## src/rtl/button_conditioner.sv

```systemverilog
// button_conditioner
//   Synchronises, debounces and edge-detects raw push-buttons. Each bit is
//   handled independently. It produces a clean level and single-cycle
//   press/release pulses.
//   Optional feature macro: BTN_REPEAT_EN adds hold-to-scroll auto-repeat
//   press pulses.
module button_conditioner #(
   parameter int N_BUTTONS       = 5,
   parameter int DEBOUNCE_CYCLES = 60000,
   parameter int CNT_W           = 16
`ifdef BTN_REPEAT_EN
   ,
   parameter int REPEAT_DELAY    = 3000000,
   parameter int REPEAT_PERIOD   = 1200000
`endif
) (
   input  logic                 clk,
   input  logic                 reset,
   input  logic [N_BUTTONS-1:0] btn_raw,
   output logic [N_BUTTONS-1:0] btn_level,
   output logic [N_BUTTONS-1:0] btn_press,
   output logic [N_BUTTONS-1:0] btn_release
);

   localparam logic [CNT_W-1:0] CNT_MAX = CNT_W'(DEBOUNCE_CYCLES - 1);
   localparam logic [CNT_W-1:0] CNT_ONE = CNT_W'(1);

`ifdef BTN_REPEAT_EN
   localparam int RC_W = $clog2(REPEAT_DELAY + 1);
   localparam logic [RC_W-1:0] RC_DELAY  = RC_W'(REPEAT_DELAY - 1);
   localparam logic [RC_W-1:0] RC_PERIOD = RC_W'(REPEAT_PERIOD - 1);
   localparam logic [RC_W-1:0] RC_ONE    = RC_W'(1);
`endif

   // Two-flop synchroniser: the only consumer of the asynchronous pins
   logic [N_BUTTONS-1:0] sync1_q, sync1_d;
   logic [N_BUTTONS-1:0] s_q, s_d;

   // Synchroniser next-state
   always_comb begin
      sync1_d = btn_raw;
      s_d     = sync1_q;
   end

   // Synchroniser registers
   always_ff @(posedge clk) begin
      if (reset) begin
         sync1_q <= '0;
         s_q     <= '0;
      end else begin
         sync1_q <= sync1_d;
         s_q     <= s_d;
      end
   end

   genvar gi;
   generate
      for (gi = 0; gi < N_BUTTONS; gi++) begin : g_bit
         logic [CNT_W-1:0] cnt_q, cnt_d;
         logic             level_q, level_d;
         logic             press_q, press_d;
         logic             release_q, release_d;
`ifdef BTN_REPEAT_EN
         logic [RC_W-1:0]  rc_q, rc_d;
`endif

         // Debounce counter, accepted level, edge pulses (and auto-repeat)
         always_comb begin
            cnt_d     = cnt_q;
            level_d   = level_q;
            press_d   = 1'b0;
            release_d = 1'b0;
`ifdef BTN_REPEAT_EN
            rc_d      = rc_q;
`endif
            if (s_q[gi] == level_q) begin
               // Any agreeing cycle restarts the stability count
               cnt_d = '0;
            end else if (cnt_q == CNT_MAX) begin
               level_d   = s_q[gi];
               cnt_d     = '0;
               press_d   = s_q[gi];
               release_d = ~s_q[gi];
            end else begin
               cnt_d = cnt_q + CNT_ONE;
            end
`ifdef BTN_REPEAT_EN
            // Repeat only while held on both sides of this edge, so a
            // repeat pulse can never coincide with a release pulse
            if (!level_d) begin
               rc_d = '0;
            end else if (!level_q) begin
               rc_d = RC_DELAY;
            end else if (rc_q == '0) begin
               press_d = 1'b1;
               rc_d    = RC_PERIOD;
            end else begin
               rc_d = rc_q - RC_ONE;
            end
`endif
         end

         // Per-bit state registers; reset drops level without a release pulse
         always_ff @(posedge clk) begin
            if (reset) begin
               cnt_q     <= '0;
               level_q   <= 1'b0;
               press_q   <= 1'b0;
               release_q <= 1'b0;
`ifdef BTN_REPEAT_EN
               rc_q      <= '0;
`endif
            end else begin
               cnt_q     <= cnt_d;
               level_q   <= level_d;
               press_q   <= press_d;
               release_q <= release_d;
`ifdef BTN_REPEAT_EN
               rc_q      <= rc_d;
`endif
            end
         end

         assign btn_level[gi]   = level_q;
         assign btn_press[gi]   = press_q;
         assign btn_release[gi] = release_q;
      end
   endgenerate

endmodule
```

## config.mk

```make
export PLATFORM = sky130hd
export DESIGN_NAME = button_conditioner
export DESIGN_NICKNAME = d
export VERILOG_FILES = /design/src/rtl/button_conditioner.sv
export SDC_FILE = /design/constraint.sdc
export NUM_CORES = 1
export LEC_CHECK = 0
export CORE_UTILIZATION = 49
export CTS_BUF_LIST = sky130_fd_sc_hd__clkbuf_2
export DETAILED_ROUTE_END_ITERATION = 8
export DONT_BUFFER_PORTS = 1
export PLACE_DENSITY = 0.68
export SETUP_SLACK_MARGIN = 0.02
export SKIP_LAST_GASP = 1
export SYNTH_ARGS = -nofsm -noshare
export SYNTH_HDL_FRONTEND = slang
export SYNTH_SLANG_ARGS = --single-unit
```

## constraint.sdc

```tcl
create_clock -name clk -period 2 [get_ports clk]
set_clock_uncertainty 0.15 [all_clocks]
set_input_delay 0.2 -clock clk [delete_from_list [all_inputs] [get_ports clk]]
set_output_delay 0.2 -clock clk [all_outputs]
set_load 0.03 [all_outputs]
```

==> results.toml <==
[finish]
drive_above_1_share = 0.0963
multi_input_area_um2 = 2170
final_net_count = 526
area_delta_synth_final_pct = 9.93
seq_area_um2 = 2110
fillCellCount = 799
antennaDiodeCount = 0

[power_and_ir_drop]
combPwrFrac = 0.018
p_clk_frac = 0.308
switchingPower_mw = 0.698
power.share.sequential = 0.675
power.internal_mw = 2.44
totalPowerFinal_mw = 3.14
p_sw_frac = 0.222
ir_drop_uv = 405
p_per_area_nw_per_um2 = 640
p_leak_nw = 1.51

[placed_design]
place_congestion = 0.828
io_buffers = 0
dp_hpwl_mm = 5.34

[cts]
root_buffer = "clkbuf_2"
numCtsBuffers = 9
clk_pin_slew_ps = 260
cts.sinks = 105
cts_setup_buffers = 0
cts_tree = "yes"
clockBufferDepth = 2
clk_latency_ps = 550
htreeDepth = 3

[timing]
worstMarginPinSlew_ps = 502
finalHoldViolations = 75
max_freq_ghz = 0.507
period_needed_ps = 1970
whs_ps = -481
final_max_slew_viol_count = 0
rsz0062_at_grt = "yes"
finalSetupTns_ps = 0
setup_violations = 0
relSlewSlack = 0.665
post-route-period-util = 0.987

[synthesis]
synth_top_area_frac = 0.471
seq_area_frac_synth = 0.471
ys_ff_latch = 105
yosysTopAreaCell = "dfxtp_1"
synthTopCellsByCount = "dfxtp_1, nor2_1, xnor2_1, nand3_1, nand4_1"
synth_cells = 489
synth.most_common_cell = "dfxtp_1"
synth-main-ff-cell = "dfxtp_1"
yosysUniqueCellTypes = 37
synth_top_cells_by_area = "dfxtp_1, xnor2_1, nor2_1, nand4_1, xor2_1"
synthesis.area_um2 = 4460
async_reset_ff_frac = 0
ys_warn_count = 0
syn_nets = 501
avgSynthCellArea_um2 = 9.12
synth_edf_count = 0

[drt]
vias_per_cell = 5.16
ant_nets = 0
drtIter0Drc = 72
wirelength_mm = 7.85
firstDrtPassIters = 5
via_count = 3236
wl_per_cell_um = 12.5
drc = 0

[global_route]
grt_use_total = 0.182
antenna_found_initial = 0
overflow = 0
grt_start_max_net_pins = 26
grt_first_pass_wirelength_mm = 14.2
grt_pass1_vias = 3099

[setup_path]
worstRegToRegCells = 4
worstSetupPathType = "reg2reg"
start_kind = "flop"
required_ps = 2310
regToRegEndpoint = "g_bit[1].press_q"
critical_path_arrival_ps = 2280
cp_max_fo = 5
end_kind = "flop"
reg2reg_from = "g_bit[1].cnt_q[1]"
rrSetupSlack_ps = 30

[floorplan]
initial_core_util = 0.509
die_w_um = 97.4
die_h_um = 97.4
row_count = 34
io_pins = 22
core_area_um2 = 8760
dieArea_um2 = 9490

[min_path]
hold_start = "reset"
worstHoldEndpoint = "g_bit[4].level_q"
hp-class = "in2reg"
holdPathStages = 1

[run_status]
status = "finished with violations"
violations = "hold timing"

[job]
max-cap-violations = 0
==> worst max path at each step <==
| stage | start | endpoint | slack [ps] |
|---|---|---|---|
| 6_report | g_bit[1].cnt_q[1] | g_bit[1].press_q | 30 |
| 5_1_grt | g_bit[1].cnt_q[1] | g_bit[1].level_q | -60 |
| 4_1_cts | g_bit[3].cnt_q[10] | g_bit[3].cnt_q[2] | 30 |
| 3_5_place_dp | g_bit[1].cnt_q[1] | g_bit[1].cnt_q[5] | 30 |
| 3_3_place_gp | g_bit[1].cnt_q[1] | g_bit[1].cnt_q[6] | 60 |
| 2_1_floorplan | g_bit[1].cnt_q[1] | g_bit[1].cnt_q[12] | 8 |
==> logic make-up after synthesis <==
group                      after synthesis  share of synthesized area
buffers and inverters                   41                     0.0527
xor gates and xnor gates                73                      0.143
and+or+nand+nor                        258                      0.304
DFF                                    105                      0.471
adders and majority gates                5                     0.0140
muxes                                    5                     0.0112
AOI/OAI and AO/OA                        2                    0.00365
==> power groups by stage <==
stage               Combinational, mW  Clock [mW]  Sequential (mW)
floorplan                      0.0365           0             2.15
global placement               0.0362           0             2.16
detailed placement             0.0373           0             2.16
CTS                            0.0512       0.993             2.12
global route                   0.0621        1.08             2.12
finish                         0.0552       0.966             2.12
==> area by class of cell <==
type | instances | area share
multi-input cells | 345 | 0.443
flip-flops and latches | 105 | 0.431
repair buffers | 35 | 0.0628
well taps | 108 | 0.0276
inverters | 18 | 0.0138
clock inverters | 5 | 0.0115
clock buffers | 11 | 0.0112
==> metrics by stage <==
| step | utilization | instance area (um2) | setup slack, ps | cells |
|---|---|---|---|---|
| after global placement | 0.522 | 4580 | 57.2 | 591 |
| after CTS | 0.555 | 4870 | 25.8 | 624 |
| after global routing | 0.560 | 4900 | -57.0 | 627 |
| after floorplan | - | 4480 | 8.28 | 489 |
| final | 0.560 | 4900 | 26.6 | 627 |
| after detailed placement | 0.522 | 4580 | 25.2 | 591 |
==> flip-flops by register name, summed over array words and instances, names as in the netlist <==
register,cells
g_bit.press_q,5
g_bit.level_q,5
g_bit.release_q,5
s_d,5
g_bit.cnt_q,80
s_q,5
==> layer usage <==
metal  share of wire  global-route usage
met2            0.46               0.286
met1            0.50               0.245
met5               0                   0
met4           0.015              0.0645
met3           0.033              0.0424
==> critical path, stage by stage (launching register included) <==
cell	delay (ps)
dfxtp_4	420
ha_4	130
or4b_1	420
or4_4	500
nor4b_4	260
==> placed cells by master (no fill, tap or decap), types with 3 or more instances in the layout <==
| master | synthesis | layout |
|---|---|---|
| nand4_1 | 26 | 26 |
| nand4b_1 | 3 | 3 |
| inv_1 | 18 | 18 |
| nor4_1 | 22 | 22 |
| mux2i_1 | 5 | 5 |
| nand2_1 | 18 | 18 |
| dlygate4sd3_1 | 0 | 18 |
| xor2_1 | 18 | 18 |
| nor2_1 | 99 | 97 |
| nand2b_1 | 10 | 10 |
| nand3_1 | 26 | 26 |
| dfxtp_1 | 105 | 101 |
| ha_1 | 5 | 4 |
| buf_4 | 15 | 17 |
| clkbuf_2 | 0 | 11 |
| nor3_1 | 22 | 22 |
| xnor2_1 | 55 | 55 |
| nor2b_1 | 10 | 10 |
==> timing repair <==
| action | 4_1_cts | 5_1_grt |
|---|---|---|
| endpoints found under the hold margin | 97 | 80 |
| gates resized for setup | 1 | 5 |
| pin swaps | 1 | 2 |
| endpoints found under the setup margin | 16 | 45 |
| cloned | 1 | 1 |
| hold buffers | 16 | 2 |
(Power assumes the default switching activity.)
